--- src/rtl/ifetch_queue_pkg.sv ---
// Shared layout of an instruction-queue entry: {ins, pc, fault}, with the fault flag in bit 0.
package ifetch_queue_pkg;

    localparam int   INS_W     = 16;
    localparam int   FAULT_BIT = 0;
    localparam int   PC_LSB    = 1;
    localparam logic HW_INC    = 1'b1;

    function automatic int pc_width(input int va);
        return va - 1;
    endfunction

    function automatic int entry_width(input int va);
        return INS_W + pc_width(va) + 1;
    endfunction

    function automatic int ins_lsb(input int va);
        return PC_LSB + pc_width(va);
    endfunction

endpackage

--- src/rtl/ifq_fifo.sv ---
// Generic flop FIFO with a synchronous clear; only the pointers and the count are reset.
module ifq_fifo #(
    parameter int WIDTH = 32,
    parameter int DEPTH = 4
) (
    input  logic                       clk,
    input  logic                       rst_n,
    input  logic                       clear,
    input  logic                       push,
    input  logic                       pop,
    input  logic [WIDTH-1:0]           wdata,
    output logic [WIDTH-1:0]           rdata,
    output logic [$clog2(DEPTH):0]     count,
    output logic                       full,
    output logic                       empty
);

    localparam int              PTR_W    = $clog2(DEPTH);
    localparam logic [PTR_W:0]  FULL_CNT = (PTR_W+1)'(DEPTH);

    logic [WIDTH-1:0] mem_r [DEPTH];
    logic [PTR_W-1:0] wr_ptr_r;
    logic [PTR_W-1:0] rd_ptr_r;
    logic [PTR_W:0]   count_r;
    logic             push_ok_s;
    logic             pop_ok_s;

    // Qualify requests: clear wins, no write when full, no read when empty.
    always_comb begin
        push_ok_s = push & ~clear & (count_r != FULL_CNT);
        pop_ok_s  = pop  & ~clear & (count_r != '0);
    end

    // Pointer and occupancy state.
    always_ff @(posedge clk or negedge rst_n) begin
        if (!rst_n) begin
            wr_ptr_r <= '0;
            rd_ptr_r <= '0;
            count_r  <= '0;
        end else if (clear) begin
            wr_ptr_r <= '0;
            rd_ptr_r <= '0;
            count_r  <= '0;
        end else begin
            if (push_ok_s) begin
                wr_ptr_r <= wr_ptr_r + PTR_W'(1'b1);
            end
            if (pop_ok_s) begin
                rd_ptr_r <= rd_ptr_r + PTR_W'(1'b1);
            end
            case ({push_ok_s, pop_ok_s})
                2'b10:   count_r <= count_r + (PTR_W+1)'(1'b1);
                2'b01:   count_r <= count_r - (PTR_W+1)'(1'b1);
                default: count_r <= count_r;
            endcase
        end
    end

    // Entry storage carries no reset; validity is tracked by the count.
    always_ff @(posedge clk) begin
        if (push_ok_s) begin
            mem_r[wr_ptr_r] <= wdata;
        end
    end

    assign rdata = mem_r[rd_ptr_r];
    assign count = count_r;
    assign full  = (count_r == FULL_CNT);
    assign empty = (count_r == '0);

endmodule

--- src/rtl/ifetch_queue.sv ---
// Instruction prefetch queue: issues sequential halfword fetches and buffers returned parcels for decode.
module ifetch_queue
    import ifetch_queue_pkg::*;
#(
    parameter int             VA       = 16,
    parameter int             DEPTH    = 4,
    parameter logic [VA-2:0]  RESET_PC = '0
) (
    input  logic           clk,
    input  logic           reset,
    input  logic           flush,
    input  logic [VA-2:0]  redirect_pc,
    output logic           ifetch,
    output logic [VA-2:0]  pc,
    input  logic           i_hit,
    input  logic [15:0]    ins_in,
    input  logic           i_fault,
    output logic           iready,
    output logic [15:0]    ins,
    output logic [VA-2:0]  ins_pc,
    output logic           ins_fault,
    input  logic           idone
);

    localparam int PC_W    = pc_width(VA);
    localparam int ENTRY_W = entry_width(VA);
    localparam int INS_LSB = ins_lsb(VA);

    logic [PC_W-1:0]         fpc_r;
    logic                    halt_r;
    logic                    ifetch_s;
    logic                    push_s;
    logic                    pop_s;
    logic                    full_s;
    logic                    empty_s;
    logic [$clog2(DEPTH):0]  count_s;
    logic [ENTRY_W-1:0]      wdata_s;
    logic [ENTRY_W-1:0]      rdata_s;

    // Fetch issue, push/pop qualification and the entry written on a push.
    always_comb begin
        ifetch_s = reset & ~flush & ~halt_r & ~full_s;
        push_s   = ifetch_s & (i_hit | i_fault);
        pop_s    = (count_s != '0) & idone;
        wdata_s  = {(i_fault ? 16'h0000 : ins_in), fpc_r, i_fault};
    end

    ifq_fifo #(
        .WIDTH (ENTRY_W),
        .DEPTH (DEPTH)
    ) u_fifo (
        .clk   (clk),
        .rst_n (reset),
        .clear (flush),
        .push  (push_s),
        .pop   (pop_s),
        .wdata (wdata_s),
        .rdata (rdata_s),
        .count (count_s),
        .full  (full_s),
        .empty (empty_s)
    );

    // Fetch PC and fault halt; flush redirects and releases the halt.
    always_ff @(posedge clk or negedge reset) begin
        if (!reset) begin
            fpc_r  <= RESET_PC;
            halt_r <= 1'b0;
        end else if (flush) begin
            fpc_r  <= redirect_pc;
            halt_r <= 1'b0;
        end else if (push_s) begin
            if (i_fault) begin
                halt_r <= 1'b1;
            end else begin
                fpc_r  <= fpc_r + {{(PC_W-1){1'b0}}, HW_INC};
            end
        end
    end

    // Head entry presented to decode, zeroed while the queue is empty.
    always_comb begin
        if (empty_s) begin
            ins       = 16'h0000;
            ins_pc    = '0;
            ins_fault = 1'b0;
        end else begin
            ins       = rdata_s[INS_LSB +: INS_W];
            ins_pc    = rdata_s[PC_LSB +: PC_W];
            ins_fault = rdata_s[FAULT_BIT];
        end
    end

    assign ifetch = ifetch_s;
    assign pc     = fpc_r;
    assign iready = (count_s != '0);

endmodule

--- config.mk ---
export PLATFORM = sky130hd
export DESIGN_NAME = ifetch_queue
export DESIGN_NICKNAME = d
export VERILOG_FILES = /design/src/rtl/ifetch_queue_pkg.sv /design/src/rtl/ifq_fifo.sv /design/src/rtl/ifetch_queue.sv
export SDC_FILE = /design/constraint.sdc
export NUM_CORES = 1
export LEC_CHECK = 0
export ABC_AREA = 1
export CAP_MARGIN = 20
export CORE_ASPECT_RATIO = 0.5
export CORE_UTILIZATION = 55
export DETAILED_ROUTE_END_ITERATION = 16
export PLACE_DENSITY_LB_ADDON = 0.15
export SLEW_MARGIN = 10
export SYNTH_ARGS = -nofsm -noshare
export SYNTH_HDL_FRONTEND = slang
export SYNTH_SLANG_ARGS = --single-unit
--- constraint.sdc ---
create_clock -name clk -period 3.9 [get_ports clk]
set_clock_uncertainty 0.15 [all_clocks]
set_input_delay 0.78 -clock clk [delete_from_list [all_inputs] [get_ports clk]]
set_output_delay 0.78 -clock clk [all_outputs]
set_load 0.05 [all_outputs]
# Word-level counts from Yosys, hierarchy flattened
# Memory sizes are Yosys's and may differ from the RTL's.
# Index checks and enable logic that the tools add are counted.
# W data, S select, Z words.
# op_classes
n_addsub	5
eq_ne	5
n_mux	18
bitwise_logic	13
reduce_logical	9
# op_table
op	count
$mux W15	4
$mux W16	2
$add A15 B1 Y15 const B	1
$and A1 B1 Y1	9
$mux W2	4
$reduce_bool A2 Y1	4
$mux W1	6
$pmux W3 S2	1
$reduce_bool A3 Y1	2
$add A2 B1 Y2 const B	2
$reduce_and A2 Y1	2
$add A3 B1 Y3 const B	1
$eq A3 B3 Y1 const B	1
$logic_not A3 Y1	1
$mux W3	1
$ne A3 B3 Y1 const B	1
$not A1 Y1	3
$sub A3 B1 Y3 const B	1
$eq A2 B1 Y1 const B	1
$eq A2 B2 Y1 const B	1
$ne A2 B2 Y1 const B	1
$or A1 B1 Y1	1
# totals
regBits	23
ram_bits	128
in_bits	37
output_inout_bits	49
wordCells	56
n_memories	1
# memory_table
memory	depth	word_bits	read_ports	rd_clocked_by_memory_dff	write_ports	line	source
u_fifo.mem_r	4	32	1	0	1	ifq_fifo.sv:21	logic [WIDTH-1:0] mem_r [DEPTH];

# Depth between registers and ports, before layout
# logic_depth
depth_word	10
depth_mapped	12
depth_no_buf	12

# Hierarchy
# A second synthesis with hierarchy kept.
# unflattened
cells_unflattened	673
area_unflattened_um2	6932.9
# modules_own_cells
mod	n_inst	cells_each	area_each_um2	seq_area_each_um2
ifq_fifo	1	381	5230.0	4018.9
ifetch_queue	1	292	1702.9	400.4

# Least setup slack after synthesis
# OpenSTA, ideal clock, no wires.
# synth_timing
kind	input to register
start	input flush
end	memory u_fifo.mem_r[0][0] (enable)
setup_ps	421
t_arrival_ps	2524
required_ps	3329
setup_slack_ps	805
stages	5
n_path_buf	0
path_cell_list	inv_4 -> nand2_4 -> nor2_8 -> nand3_4 -> nor2_1
# synth_between
elab_chain_len	9
# synth_lines
element	line	source
from (decl)	ifetch_queue.sv:11	input logic flush,
$not A1 Y1 (*)	ifq_fifo.sv:30, ifetch_queue.sv:42	
$and A1 B1 Y1 (3 in a row)	ifetch_queue.sv:42	ifetch_s = reset & ~flush & ~halt_r & ~full_s;
$and A1 B1 Y1	ifetch_queue.sv:43	push_s = ifetch_s & (i_hit | i_fault);
$and A1 B1 Y1 (*) (2 in a row)	ifq_fifo.sv:30	push_ok_s = push & ~clear & (count_r != FULL_CNT);
$mux W1 (*)	ifq_fifo.sv:61	if (push_ok_s) begin
$mux W1 (not written as such) (*)	ifq_fifo.sv:62	mem_r[wr_ptr_r] <= wdata;
to (decl)	ifq_fifo.sv:21	
# Mark *: on every way between the ends. The rest lies on a longest branch, timed or not.

# Final worst setup path
# layout_timing
start	register u_fifo.count_r[0], in the netlist u_fifo.count[0]
end	output ins[13]
# layout_between
elab_chain_len	2
# layout_lines
element	line	source
from (decl)	ifq_fifo.sv:24	logic [PTR_W:0] count_r;
from (signal assigned)	ifq_fifo.sv:52	2'b10: count_r <= count_r + (PTR_W+1)'(1'b1);
from (signal assigned)	ifq_fifo.sv:53	2'b01: count_r <= count_r - (PTR_W+1)'(1'b1);
from (signal assigned)	ifq_fifo.sv:54	default: count_r <= count_r;
$logic_not A3 Y1	ifq_fifo.sv:69	assign empty = (count_r == '0);
$mux W16	ifetch_queue.sv:83	if (empty_s) begin
to (decl)	ifetch_queue.sv:19	output logic [15:0] ins,
# No other way between the ends.

==> summary by stage <==
Detailed routing
The count of nets left with antenna violations after detail routing is 0. For this run, design rule violations remaining after detail routing come to 0. The sum of met3 wire segment lengths after detailed routing is 880 um. After detailed routing, the wire length on met1 is 6691 um. Using the TritonRoute via totals, the vias-per-cell ratio works out to 5.397. In the final routed layout, each cell accounts on average for 16.24 um. The highest metal layer carrying signal wires in the routed design is met4. The routed layout has 4895 vias. The total detailed-routing wirelength is 14730 um.

The number of violations reported at the end of detailed-routing iteration 0 is 426. The first-pass iteration count of the detailed router is 4. Wire segments on met2 add up to 7054 um in the final route.

Timing
Setup repair after global routing left no endpoint under its margin. Headroom to the max-slew limit came out at 35.57%. The worst hold slack across all endpoints is 0.3925 ns.

The final sum of negative setup slack is 0 ns. The number of pins with negative max-slew slack in the final report came to 0. Setup violations remaining at the end of the flow were counted as 0. The maximum frequency from static timing analysis is 306.2 MHz. At the pin with the least slew margin, the transition time is 0.9664 ns. The hold violation count in the final report came to 0. The final clock period utilization by the worst path is 83.75%. The time the final worst path needs with I/O delays and setup is 3.266 ns.

GRT
The global-route congestion overflow total is 0. Global routing used 24.19% of the available tracks across all layers. Entering global routing, the biggest net connects 66 pins.

The number of antenna violations at the first check in global routing is 0. The number of global-route vias before repair is 4643. The first global-routing pass estimated 23480 um of wire.

Die
The die is 80.77 um tall. Measured along the x axis, the die boundary spans 159.5 um. The starting density of the core is 57.12%. After floorplanning, the core was sized to cover 11950 um^2.

Row generation in the floorplan step produced 28 rows. During I/O placement, the number of pins put on the boundary was 86. The die covers 12880 um^2.

Min path
The min-delay analysis places its worst path in the category reg -> reg. Counting instances, the worst hold path has a depth of 2.

Setup path
The endpoint kind of the worst setup timing path is a primary output. The path depth of the worst reg2reg path is 11. The data required time of the critical path is 2.97 ns. The classification of the worst setup path is reg -> out. The critical path's largest stage delay is 0.57 ns. Of all nets on the critical path, the largest fanout is 19. The slowest stage of the critical path is the inv_1 cell. Walking the worst path, the cells encountered are nor2_1 -> nand2_1 -> inv_1 -> buf_4 -> a21oi_1 -> buf_12. STA classifies the critical path startpoint as a flop. STA puts the critical path data arrival time at 2.34 ns.

Run
The number of maximum-capacitance violations is 0.

Yosys
In the synthesized netlist the dominant register cell turns out to be edfxtp_1. In this run, synthesis inferred 128 flip-flops with an integrated enable. The synthesized instance count is 661. Counting flops with an async set or reset pin after synthesis yields a share of 15.23%. The library cell with the highest instance count after synthesis is nor2_1. The synthesized flop and latch total is 151. The average size of a mapped cell is 10.32 um^2. Summing the sequential cell areas from Yosys gives 64.76% of the chip area. The area of the mapped netlist is 6824 um^2. The count of cell types in the netlist is 35. The number of nets in the synthesized netlist is 704.

The library cell with the largest summed area after synthesis is edfxtp_1. For this run, the number of Yosys warnings is 0. Ranked by instance count, the synthesized netlist is headed by nor2_1, edfxtp_1, o21ai_0, nand2_1, a21oi_1. Sorting the synthesized cells by area gives the leading types as edfxtp_1, nor2_1, dfrtp_1. The synthesized design devotes to its leading area cell type 56.33% of total area.

Place
The half-perimeter wire length after placement is 8477 um. Input and output buffers added on the ports amount to 85. The routability congestion estimate from global placement is 0.8302.

Layout
The share of cells above drive strength 1 is 12.13%. The growth of design area from synthesis to finish is 26.11%. In the final design database the tool counted 772 nets.

Cells fill 72.04% of the core in the end. 0 antenna diodes ended up in the layout.

Outcome
The run finished with clean final reports.

CTS
In this run the post-CTS setup repair buffer count came out at 0. The clock net in this run drives a total of 151 sinks. After clock tree synthesis, the clock-pin slew on the worst setup and hold paths is 0.06 ns.

Once the clock tree was built, the resizer swapped 0 gates to a different size. The tree is rooted in a clkbuf_16. The number of clock buffers added by TritonCTS is 17.

The CTS tree is done. The count of hold-fix buffers inserted at cts is 0. The worst-case clock buffer depth is 2. The clock reaches the later pin of the worst-skew pair after 0.41 ns. The H-tree was split into 4 levels.

Power and ir drop
The static power due to leakage is 3.276 nW. The maximum vdd drop is 0.3313 mV. Dividing total power by cell area gives a power density of 707.6 nW/um^2.
-- placed cells by master, fill, tap and decap left out, types with 2 or more instances in the layout --
cell / instances
clkinv_1: 7
clkbuf_1: 3
inv_1: 38
o21a_1: 2
clkdlybuf4s50_1: 52
xor2_1: 3
edfxtp_1: 128
nand4_1: 4
ha_1: 5
nor2_1: 166
nor3_1: 2
nor2_4: 4
nand2_1: 65
bufinv_16: 2
nand3_1: 32
clkbuf_16: 17
nand3b_1: 4
inv_2: 2
or2_2: 5
dfrtp_1: 22
buf_12: 33
a21oi_1: 41
buf_4: 12
o211ai_1: 2
o21ai_0: 69
clkinvlp_4: 3
o21ai_1: 5
nand2_4: 2
-- critical path, delay by kind of cell, from the launching register on --
kind	cells	cell delay, ns
buffers and inverters	3	1.09
flip-flops	1	0.43
AND/OR/NAND/NOR	2	0.27
AO/OA/AOI/OAI	1	0.11
-- report_power, final --
group          total (mW)  leakage [nW]  switching [mW]  internal [mW]
sequential           1.98          1.45           0.105           1.88
combinational        2.58          1.57            1.58           1.00
clock                1.52         0.255           0.599          0.926
total                6.09          3.28            2.28           3.81
-- path summary, 6_finish.rpt --
path,from,end,slack [ns]
hold / removal,u_fifo.rd_ptr_r[1],u_fifo.rd_ptr_r[1],0.39
setup reg to reg,u_fifo.count[0],u_fifo.count[2],1.64
min in group asynchronous,reset,pc[13],0.79
setup / recovery,u_fifo.count[0],ins[13],0.63
max in group asynchronous,reset,u_fifo.rd_ptr_r[0],2.54
hold reg to reg,u_fifo.rd_ptr_r[1],u_fifo.rd_ptr_r[1],0.39
-- registers in the layout, indices dropped and copies added (netlist names) --
name and flops:
u_fifo.mem_r 128, pc 15, u_fifo.count 3, u_fifo.rd_ptr_r 2, u_fifo.wr_ptr_r 2, halt_r 1
-- per-layer routing --
metal	up-vias	GRT usage, %
met5	-	0
met4	0	7.404
met3	11	5.209
met2	188	39.48
met1	2335	33.15
li1	2361	-
-- layout make-up --
cell class | instances | area [um^2]
clock inverters | 12 | 110.1
flip-flops and latches | 151 | 4420
fillers | 831 | 3341
multi-input cells | 420 | 2001
clock buffers | 20 | 436.7
well taps | 165 | 206.4
repair buffers | 97 | 1271
inverters | 42 | 160.2
-- stage by stage --
stage               setup WS, ns  instances  instance area, um^2  total power [mW]
floorplan                 0.8053        661                 6824             3.461
global placement          0.7696        875                 8059             4.568
detailed placement        0.7216        875                 8059             4.599
CTS                       0.6103        907                 8606             6.118
global route              0.4279        907                 8606             6.342
finish                    0.6339        907                 8606             6.090
-- cells by family after synthesis --
logic type | synth area share, %
AND/OR/NAND/NOR | 18.28
flip-flops | 64.76
AO/OA/AOI/OAI | 9.002
buffers and inverters | 6.362
adder cells (fa/ha/maj) | 1.210
XOR/XNOR | 0.3851
Power figures use the tool's default switching activity.
